<file path="src/rtl/cam_pkg.sv">
// Shared types, default geometry and pixel conversion for the camera capture path.
// No logic and no storage. There is no flow control here.
package cam_pkg;

    typedef enum logic [1:0] {
        WAIT_VSYNC_HI,
        WAIT_VSYNC_LO,
        BYTE_HI,
        BYTE_LO
    } cam_state_e;

    localparam int DEF_IMG_WIDTH  = 320;
    localparam int DEF_IMG_HEIGHT = 240;
    localparam int DEF_ADDR_W     = 17;

    // The sensor sends RGB565 as {R5,G3hi} then {G3lo,B5}; keep the top bits of each field.
    function automatic logic [7:0] rgb565_to_332(input logic [7:0] b1, input logic [7:0] b2);
        return {b1[7:5], b1[2:0], b2[4:3]};
    endfunction

endpackage

</file>
<file path="src/rtl/cam_capture_if.sv">
// Camera pin bundle and frame-buffer write port.
// Wires only, so there is no latency. There is no backpressure: the sensor cannot be stalled.
interface cam_capture_if #(
    parameter int ADDR_W = 17
);
    logic              vsync;
    logic              href;
    logic [7:0]        input_data;
    logic [ADDR_W-1:0] mem_px_addr;
    logic [7:0]        mem_px_data;
    logic              px_wr;
    logic              frame_done;

    modport master (
        input  vsync, href, input_data,
        output mem_px_addr, mem_px_data, px_wr, frame_done
    );

    modport slave (
        output vsync, href, input_data,
        input  mem_px_addr, mem_px_data, px_wr, frame_done
    );
endinterface

</file>
<file path="src/rtl/cam_xclk_gate.sv">
// Gates the PLL clock out to the sensor. It is kept apart so a library clock-gate cell can replace it.
// The path is combinational, with zero latency. It has no flow control.
module cam_xclk_gate (
    input  logic clk_i,
    input  logic en_i,
    output logic gclk_o
);
    assign gclk_o = clk_i & en_i;
endmodule

</file>
<file path="src/rtl/cam_capture.sv">
// Tracks the camera framing, turns each pair of RGB565 bytes into one RGB332 frame-buffer write.
// The write strobe is registered and appears 1 pclk after the second byte. There is no backpressure; excess pixels are dropped.
module cam_capture
    import cam_pkg::*;
#(
    parameter int IMG_WIDTH  = DEF_IMG_WIDTH,
    parameter int IMG_HEIGHT = DEF_IMG_HEIGHT,
    parameter int ADDR_W     = DEF_ADDR_W
) (
    input  logic          pclk,
    input  logic          rst,
    input  logic          clk_pll,
    input  logic          enable_xclk,
    output logic          xclk,
    cam_capture_if.master bus
);

    localparam int CW = $clog2(IMG_WIDTH + 1);
    localparam int RW = $clog2(IMG_HEIGHT + 1);
    localparam logic [CW-1:0]     COL_MAX = CW'(IMG_WIDTH);
    localparam logic [RW-1:0]     ROW_MAX = RW'(IMG_HEIGHT);
    localparam logic [ADDR_W-1:0] LINE_W  = ADDR_W'(IMG_WIDTH);

    cam_state_e        state_q, state_d;
    logic [CW-1:0]     col_q, col_d;
    logic [RW-1:0]     row_q, row_d;
    logic [7:0]        byte_q, byte_d;
    logic              vsync_q, href_q;
    logic [ADDR_W-1:0] addr_q, addr_d;
    logic [7:0]        data_q, data_d;
    logic              wr_q, wr_d;
    logic              done_q, done_d;

    logic              vsync_rise, vsync_fall, href_fall;
    logic [ADDR_W-1:0] pix_addr;
    logic [CW-1:0]     col_inc;
    logic [RW-1:0]     row_inc;

    cam_xclk_gate u_xclk_gate (
        .clk_i  (clk_pll),
        .en_i   (enable_xclk),
        .gclk_o (xclk)
    );

    assign vsync_rise = !vsync_q && bus.vsync;
    assign vsync_fall = vsync_q && !bus.vsync;
    assign href_fall  = href_q && !bus.href;
    assign pix_addr   = ADDR_W'(row_q) * LINE_W + ADDR_W'(col_q);
    assign col_inc    = (col_q == COL_MAX) ? col_q : col_q + 1'b1;
    assign row_inc    = (row_q == ROW_MAX) ? row_q : row_q + 1'b1;

    always_comb begin
        state_d = state_q;
        col_d   = col_q;
        row_d   = row_q;
        byte_d  = byte_q;
        addr_d  = addr_q;
        data_d  = data_q;
        wr_d    = 1'b0;
        done_d  = 1'b0;
        case (state_q)
            WAIT_VSYNC_HI: begin
                if (bus.vsync) begin
                    state_d = WAIT_VSYNC_LO;
                end
            end
            WAIT_VSYNC_LO: begin
                if (vsync_fall) begin
                    row_d   = '0;
                    col_d   = '0;
                    state_d = BYTE_HI;
                end
            end
            BYTE_HI, BYTE_LO: begin
                if (vsync_rise) begin
                    done_d  = 1'b1;
                    state_d = WAIT_VSYNC_LO;
                end else if (!bus.vsync) begin
                    if (href_fall) begin
                        col_d   = '0;
                        row_d   = row_inc;
                        state_d = BYTE_HI;
                    end else if (bus.href) begin
                        if (state_q == BYTE_HI) begin
                            byte_d  = bus.input_data;
                            state_d = BYTE_LO;
                        end else begin
                            if (col_q < COL_MAX && row_q < ROW_MAX) begin
                                wr_d   = 1'b1;
                                data_d = rgb565_to_332(byte_q, bus.input_data);
                                addr_d = pix_addr;
                            end
                            col_d   = col_inc;
                            state_d = BYTE_HI;
                        end
                    end
                end
            end
            default: state_d = WAIT_VSYNC_HI;
        endcase
    end

    always_ff @(posedge pclk) begin
        if (!rst) begin
            state_q <= WAIT_VSYNC_HI;
            col_q   <= '0;
            row_q   <= '0;
            byte_q  <= '0;
            vsync_q <= 1'b1;
            href_q  <= 1'b0;
            addr_q  <= '0;
            data_q  <= '0;
            wr_q    <= 1'b0;
            done_q  <= 1'b0;
        end else begin
            state_q <= state_d;
            col_q   <= col_d;
            row_q   <= row_d;
            byte_q  <= byte_d;
            vsync_q <= bus.vsync;
            href_q  <= bus.href;
            addr_q  <= addr_d;
            data_q  <= data_d;
            wr_q    <= wr_d;
            done_q  <= done_d;
        end
    end

    assign bus.mem_px_addr = addr_q;
    assign bus.mem_px_data = data_q;
    assign bus.px_wr       = wr_q;
    assign bus.frame_done  = done_q;

endmodule

</file>
<file path="src/flat_wrapper.sv">
// flat-port wrapper written by rule: the top's interface ports become plain ports
module cam_capture_flat import cam_pkg::*;
#(
    parameter int IMG_WIDTH  = DEF_IMG_WIDTH,
    parameter int IMG_HEIGHT = DEF_IMG_HEIGHT,
    parameter int ADDR_W     = DEF_ADDR_W
)
  (pclk, rst, clk_pll, enable_xclk, xclk, bus_vsync, bus_href, bus_input_data, bus_mem_px_addr, bus_mem_px_data, bus_px_wr, bus_frame_done);
  cam_capture_if #(.ADDR_W(ADDR_W)) bus_i ();
  input  logic pclk;
  input  logic rst;
  input  logic clk_pll;
  input  logic enable_xclk;
  output logic xclk;
  input wire logic [$bits(bus_i.vsync)-1:0] bus_vsync;
  input wire logic [$bits(bus_i.href)-1:0] bus_href;
  input wire logic [$bits(bus_i.input_data)-1:0] bus_input_data;
  output wire logic [$bits(bus_i.mem_px_addr)-1:0] bus_mem_px_addr;
  output wire logic [$bits(bus_i.mem_px_data)-1:0] bus_mem_px_data;
  output wire logic [$bits(bus_i.px_wr)-1:0] bus_px_wr;
  output wire logic [$bits(bus_i.frame_done)-1:0] bus_frame_done;
  assign bus_i.vsync = bus_vsync;
  assign bus_i.href = bus_href;
  assign bus_i.input_data = bus_input_data;
  assign bus_mem_px_addr = bus_i.mem_px_addr;
  assign bus_mem_px_data = bus_i.mem_px_data;
  assign bus_px_wr = bus_i.px_wr;
  assign bus_frame_done = bus_i.frame_done;
  cam_capture #(.IMG_WIDTH(IMG_WIDTH), .IMG_HEIGHT(IMG_HEIGHT), .ADDR_W(ADDR_W)) u_core (.pclk(pclk), .rst(rst), .clk_pll(clk_pll), .enable_xclk(enable_xclk), .xclk(xclk), .bus(bus_i));
endmodule
</file>
<file path="config.mk">
export PLATFORM = sky130hd
export DESIGN_NAME = cam_capture_flat
export DESIGN_NICKNAME = d
export VERILOG_FILES = /design/src/rtl/cam_pkg.sv /design/src/rtl/cam_capture_if.sv /design/src/rtl/cam_xclk_gate.sv /design/src/rtl/cam_capture.sv /design/src/flat_wrapper.sv
export SDC_FILE = /design/constraint.sdc
export NUM_CORES = 1
export LEC_CHECK = 0
export BUFFER_PORTS_ARGS = -buffer_cell sky130_fd_sc_hd__buf_4
export CORE_UTILIZATION = 57
export CTS_CLUSTER_DIAMETER = 100
export DETAILED_ROUTE_END_ITERATION = 6
export PLACE_DENSITY = 0.88
export SLEW_MARGIN = 20
export SYNTH_ARGS = -nofsm -noshare
export SYNTH_HDL_FRONTEND = slang
export SYNTH_SLANG_ARGS = --single-unit
</file>
<file path="constraint.sdc">
create_clock -name pclk -period 3.6 [get_ports pclk]
set_input_delay 0.18 -clock pclk [delete_from_list [all_inputs] [get_ports pclk]]
set_output_delay 0.18 -clock pclk [all_outputs]
set_load 0.02 [all_outputs]
</file>
==> flow_summary.json, run 1 <==
{
  "outcome": "finished, final reports clean",
  "min-delay-start": "bus_input_data[3]",
  "multi_input_area_um2": 1610,
  "cts_sinks": 54,
  "cts_tree": "built",
  "ir_drop_mv": 0.233,
  "arrival_ns": 3.08,
  "post_cts_buffers": 0,
  "crit_type": "flip-flop to flip-flop",
  "synth_top_family_by_area": "simple AND/OR/NAND/NOR gates",
  "numCtsBuffers": 5,
  "fin_crit_sh_pct": 81.2,
  "antenna_cells": 0,
  "antenna_found_initial": 0,
  "synth-adder-area-share_pct": 9.96,
  "layout-drive-gt1-share_pct": 15.2,
  "drc": 0,
  "final_cell_mix": "dfxtp_1, nand2_1, buf_4",
  "rsz0062_at_grt": "no",
  "final_hold_viol_count": 0,
  "period_minus_slack_ns": 2.92,
  "fp-row-count": 25,
  "seq_area_um2": 1080,
  "postCtsResizedCells": 0,
  "clkTransAtPathRegs_ns": 0.10,
  "cp.required_ns": 3.75,
  "worstHoldPathCells": 3,
  "pwr_density_cell_nw_per_um2": 312,
  "tightest_slew_ns": 1.07,
  "die_x_um": 72.0,
  "die-area_um2": 5180,
  "critical_path.startpoint_type": "flip-flop",
  "synth-simple-area-share_pct": 22.6,
  "first_pass_iters": 4,
  "async_reset_ff_share_pct": 0,
  "dr.first_iter.drc_count": 139,
  "final_common_cell": "dfxtp_1",
  "floorplan.initialDensity_pct": 59.1,
  "grt_max_degree": 42,
  "rrSetupSlack_ns": 0.68,
  "ys.flop_type": "dfxtp_1",
  "track_usage_pct": 22.3,
  "ant_nets": 0,
  "synth_warnings": 0,
  "synth_edf_count": 0,
  "synth_seq_cells": 54,
  "rr_worst_depth": 10,
  "rr_startpoint": "u_core.row_q[1]$_SDFFE_PN0P_",
  "synthMuxAreaShare_pct": 3.23,
  "vias_per_cell": 5.37,
  "syn_area_um2": 2790,
  "avgSynthCellArea_um2": 8.77,
  "grt_pass1_wl_um": 9070,
  "io_buffers": 41,
  "num_io_pins": 42,
  "gr-total-overflow": 0,
  "synth.yosys.seq_area_share_pct": 38.7,
  "synth_xor_area_share_pct": 6.91,
  "core_um2": 4720,
  "yosysUniqueCellTypes": 46,
  "cts_root_buf": "clkbuf_8",
  "clockBufferDepth": 2,
  "nets": 389,
  "r2r-end": "u_core.bus.mem_px_addr[15]$_SDFFE_PN0P_",
  "gp_routability_congestion": 0.850,
  "final_max_slew_viol_count": 0,
  "die_y_um": 72.0,
  "hpwl_um": 3930,
  "setup_viol": 0,
  "syn2layout_area_growth_pct": 15.5,
  "relSlewSlack_pct": 28.7,
  "path_max_fanout": 8,
  "grt_pass1_vias": 2065,
  "htree_levels": 2,
  "fmax_ghz": 0.342,
  "setup_tns_ns": 0,
  "max_cap_violations": 0,
  "synth-compound-area-share_pct": 15.2,
  "p_leak_nw": 1.32,
  "clk_latency_ns": 0.31,
  "postCtsHoldBufs": 0,
  "vias": 2268,
  "fin_skew_ns": 0.0101,
  "placed_area_um2": 3130,
  "wl_um": 5390,
  "whs_endpoint": "u_core.bus.mem_px_data[0]$_SDFFE_PN0P_",
  "synth_nets": 353,
  "synthCells": 318,
  "final_cell_area_um2": 3220,
  "post_drt_wl_per_cell_um": 12.8,
  "nFillCells": 395,
  "hold_class": "input port to flip-flop",
  "end_kind": "flip-flop"
}
-- worst max-delay path, cell delays in order, from the launching register on --
cell	delay, ns
dfxtp_1	0.50
ha_1	0.30
ha_1	0.24
inv_1	0.08
fa_1	0.42
inv_1	0.10
o2111ai_1	0.16
nor4_1	0.50
nand4b_1	0.19
xnor2_1	0.19
a21oi_1	0.08
-- cell usage after synthesis (7+ instances only) --
cell | n | share of area, %
xnor2_1 | 14 | 4.4
inv_1 | 11 | 1.5
xor2_1 | 8 | 2.5
nor2b_1 | 12 | 2.7
ha_1 | 19 | 8.5
a21boi_0 | 7 | 1.9
nor3_1 | 7 | 1.3
o21ai_0 | 11 | 2.0
a21boi_1 | 12 | 3.2
nor2_1 | 21 | 2.8
clkbuf_1 | 8 | 1.1
mux2i_1 | 9 | 3.2
nand2_1 | 51 | 6.9
a21oi_1 | 10 | 1.8
dfxtp_1 | 54 | 39
-- per-stage QoR --
| stage | util (%) | setup slack [ns] | hold slack, ns | power, mW | std cells |
|---|---|---|---|---|---|
| 3_3_place_gp | 66.3 | 0.922 | 0.429 | 0.679 | 414 |
| 4_1_cts | 68.2 | 0.763 | 0.109 | 1.01 | 422 |
| 2_1_floorplan | - | 1.10 | 0.254 | 0.659 | 318 |
| 3_5_place_dp | 66.3 | 0.782 | 0.441 | 0.681 | 414 |
| 6_report | 68.2 | 0.675 | 0.107 | 1.01 | 422 |
| 5_1_grt | 68.2 | 0.507 | 0.114 | 1.04 | 422 |
-- cells by family (layout without fill, tap and decap cells) --
| logic type | Yosys count | in the layout |
|---|---|---|
| simple gates | 129 | 129 |
| compound gates | 59 | 59 |
| flops | 54 | 54 |
| buf+inv | 24 | 61 |
| xor+xnor | 22 | 22 |
| fa+ha+maj | 21 | 21 |
| mux | 9 | 9 |
-- where the power goes --
group          total, mW  internal [mW]  switching (mW)
clock network      0.338          0.137           0.201
logic             0.0558         0.0274          0.0284
registers          0.611          0.603         0.00840
-- registers in the layout, indices dropped and copies added (netlist names) --
name                    cells
u_core.bus.mem_px_addr     17
u_core.col_q                9
u_core.bus.mem_px_data      8
u_core.row_q                8
u_core.byte_q               6
u_core.state_q              2
u_core.bus.frame_done       1
u_core.bus.px_wr            1
u_core.href_q               1
u_core.vsync_q              1
-- final cells by class --
class	count	share of cell area (%)
tap	67	2.60
sequential	54	33.6
inverter	12	1.40
timing repair buffer	41	9.55
clock buffer	5	2.14
multi-input combinational	240	50.1
clock inverter	3	0.660
-- how the worst max path moves through the flow --
stage                                       from                                 endpoint  slack (ns)  depth (start not counted)
floorplan           u_core.row_q[1]$_SDFFE_PN0P_  u_core.bus.mem_px_addr[15]$_SDFFE_PN0P_        1.10                         10
global placement    u_core.row_q[1]$_SDFFE_PN0P_  u_core.bus.mem_px_addr[15]$_SDFFE_PN0P_        0.92                         10
detailed placement  u_core.row_q[1]$_SDFFE_PN0P_  u_core.bus.mem_px_addr[15]$_SDFFE_PN0P_        0.78                         10
CTS                 u_core.row_q[1]$_SDFFE_PN0P_  u_core.bus.mem_px_addr[15]$_SDFFE_PN0P_        0.76                         10
global route        u_core.row_q[1]$_SDFFE_PN0P_  u_core.bus.mem_px_addr[15]$_SDFFE_PN0P_        0.51                         10
finish              u_core.row_q[1]$_SDFFE_PN0P_  u_core.bus.mem_px_addr[15]$_SDFFE_PN0P_        0.68                         10
-- layer usage --
| metal | wire length (µm) | part of all wire (%) | track usage, % | vias up |
|---|---|---|---|---|
| li1 | - | - | - | 1168 |
| met1 | 2550 | 47 | 27.7 | 1041 |
| met2 | 2580 | 48 | 38.5 | 49 |
| met3 | 179 | 3.3 | 4.58 | 10 |
| met4 | 86 | 1.6 | 7.63 | 0 |
| met5 | 0 | 0 | 0 | - |
No activity file was read; power rests on OpenSTA's default activity.
==> run 2, diff against run 1 <==
==> constraint.sdc (replaced) <==
create_clock -name pclk -period 2.95 [get_ports pclk]
set_input_delay 0.1475 -clock pclk [delete_from_list [all_inputs] [get_ports pclk]]
set_output_delay 0.1475 -clock pclk [all_outputs]
set_load 0.02 [all_outputs]
==> run 2 against run 1 <==
Final cell count increased by 0.24%. Critical path depth unchanged. Combinational power increased by 23%. Maximum frequency increased by 4.9%. Via count increased by 0.26%. Highest routed layer unchanged.
==> flow_summary.json, run 2 (same netlist as run 1, synthesis figures left out) <==
{
  "antenna_found_initial": 0,
  "pwr_density_cell_nw_per_um2": 401,
  "cp.required_ns": 3.12,
  "htree_levels": 2,
  "path_max_fanout": 8,
  "tightest_slew_ns": 0.751,
  "rr_worst_depth": 10,
  "largest_reg_flops": 17,
  "die_x_um": 72.0,
  "hpwl_um": 3960,
  "relSlewSlack_pct": 49.8,
  "crit_type": "flip-flop to flip-flop",
  "fmax_ghz": 0.359,
  "numCtsBuffers": 5,
  "io_buffers": 41,
  "critical_path.startpoint_type": "flip-flop",
  "num_io_pins": 42,
  "post_cts_buffers": 0,
  "die_y_um": 72.0,
  "nets": 390,
  "vias": 2274,
  "final_hold_viol_count": 0,
  "postCtsResizedCells": 0,
  "first_pass_iters": 4,
  "syn2layout_area_growth_pct": 16.5,
  "clkTransAtPathRegs_ns": 0.09,
  "setup_viol": 0,
  "cp.depth": 10,
  "cts_sinks": 54,
  "ir_drop_mv": 0.216,
  "layout-drive-gt1-share_pct": 15.2,
  "track_usage_pct": 22.4,
  "ant_nets": 0,
  "placed_area_um2": 3140,
  "end_kind": "flip-flop",
  "gp_routability_congestion": 0.849,
  "wl_um": 5430,
  "rsz0062_at_grt": "no",
  "worstHoldPathCells": 3,
  "critPathSlowestCell": "dfxtp_1",
  "whs_ns": 0.0726,
  "final_common_cell": "dfxtp_1",
  "max_cap_violations": 0,
  "nFillCells": 390,
  "p_leak_nw": 1.33,
  "die-area_um2": 5180,
  "crit_chain": "ha_1 > ha_1 > inv_1 > fa_1 > inv_1 > o2111ai_1 > nor4_1 > nand4b_1 > xnor2_1 > a21oi_1",
  "hold_class": "input port to flip-flop",
  "totalPowerFinal_mw": 1.30,
  "grt_pass1_wl_um": 9060,
  "drc": 0,
  "postCtsHoldBufs": 0,
  "rrSetupSlack_ns": 0.16,
  "fin_crit_sh_pct": 94.5,
  "clk_latency_ns": 0.31,
  "path_delay_family": "adder cells",
  "fin_skew_ns": 0.00785,
  "vias_per_cell": 5.38,
  "cts_tree": "built",
  "clockBufferDepth": 2,
  "floorplan.initialDensity_pct": 59.1,
  "grt_max_degree": 42,
  "grt_pass1_vias": 2078,
  "fp-row-count": 25,
  "worst-path-buf-inv": 2,
  "final_cell_area_um2": 3250,
  "gr-total-overflow": 0,
  "period_minus_slack_ns": 2.79,
  "final_cell_mix": "dfxtp_1, nand2_1, buf_4",
  "post_drt_wl_per_cell_um": 12.8,
  "final_max_slew_viol_count": 0,
  "arrival_ns": 2.96,
  "dr.first_iter.drc_count": 133,
  "setup_tns_ns": 0,
  "antenna_cells": 0,
  "outcome": "finished, final reports clean",
  "slowest_delay_ns": 0.49,
  "core_um2": 4720,
  "cts_root_buf": "clkbuf_8"
}
-- run 2: worst paths after layout --
kind,startpoint,to
max,u_core.row_q[1]$_SDFFE_PN0P_,u_core.bus.mem_px_addr[15]$_SDFFE_PN0P_
min reg2reg,u_core.bus.mem_px_addr[6]$_SDFFE_PN0P_,u_core.bus.mem_px_addr[6]$_SDFFE_PN0P_
max reg2reg,u_core.row_q[1]$_SDFFE_PN0P_,u_core.bus.mem_px_addr[15]$_SDFFE_PN0P_
min,bus_input_data[3],u_core.bus.mem_px_data[0]$_SDFFE_PN0P_
-- run 2: final cells by class --
cell class | count | area, µm² | area share (%)
clock inverter | 2 | 37.5 | 1.16
multi-input combinational | 240 | 1610 | 49.7
inverter | 12 | 45.0 | 1.39
sequential | 54 | 1080 | 33.3
clock buffer | 6 | 72.6 | 2.23
tap | 67 | 83.8 | 2.58
timing repair buffer | 42 | 315 | 9.70
-- run 2: metrics by stage --
stage	utilization, %	setup WS (ns)	std cells
2_1_floorplan	-	0.446	318
3_3_place_gp	66.5	0.291	415
3_5_place_dp	66.5	0.207	415
4_1_cts	68.8	0.187	423
5_1_grt	68.8	0.0271	423
6_report	68.8	0.162	423
-- run 2: where the power goes --
part	internal, mW	switching (mW)	total (mW)	leakage (nW)
clock	0.253	0.237	0.490	0.0514
combinational	0.0335	0.0354	0.0689	0.847
sequential	0.736	0.0101	0.746	0.436
total	1.02	0.282	1.30	1.33
-- run 2: layer usage --
metal	track usage, %	up-vias	part of all wire (%)
met3	4.31	13	3.9
met5	0	-	0
li1	-	1168	-
met1	27.2	1040	47
met4	10.0	0	2.3
met2	38.6	53	47
-- run 2: tightest hold or removal path, delay by kind of cell --
kind | cells | cell delay (ns)
buffers and inverters | 1 | 0.11
AOI/OAI and AO/OA | 1 | 0.05
and+or+nand+nor | 1 | 0.04
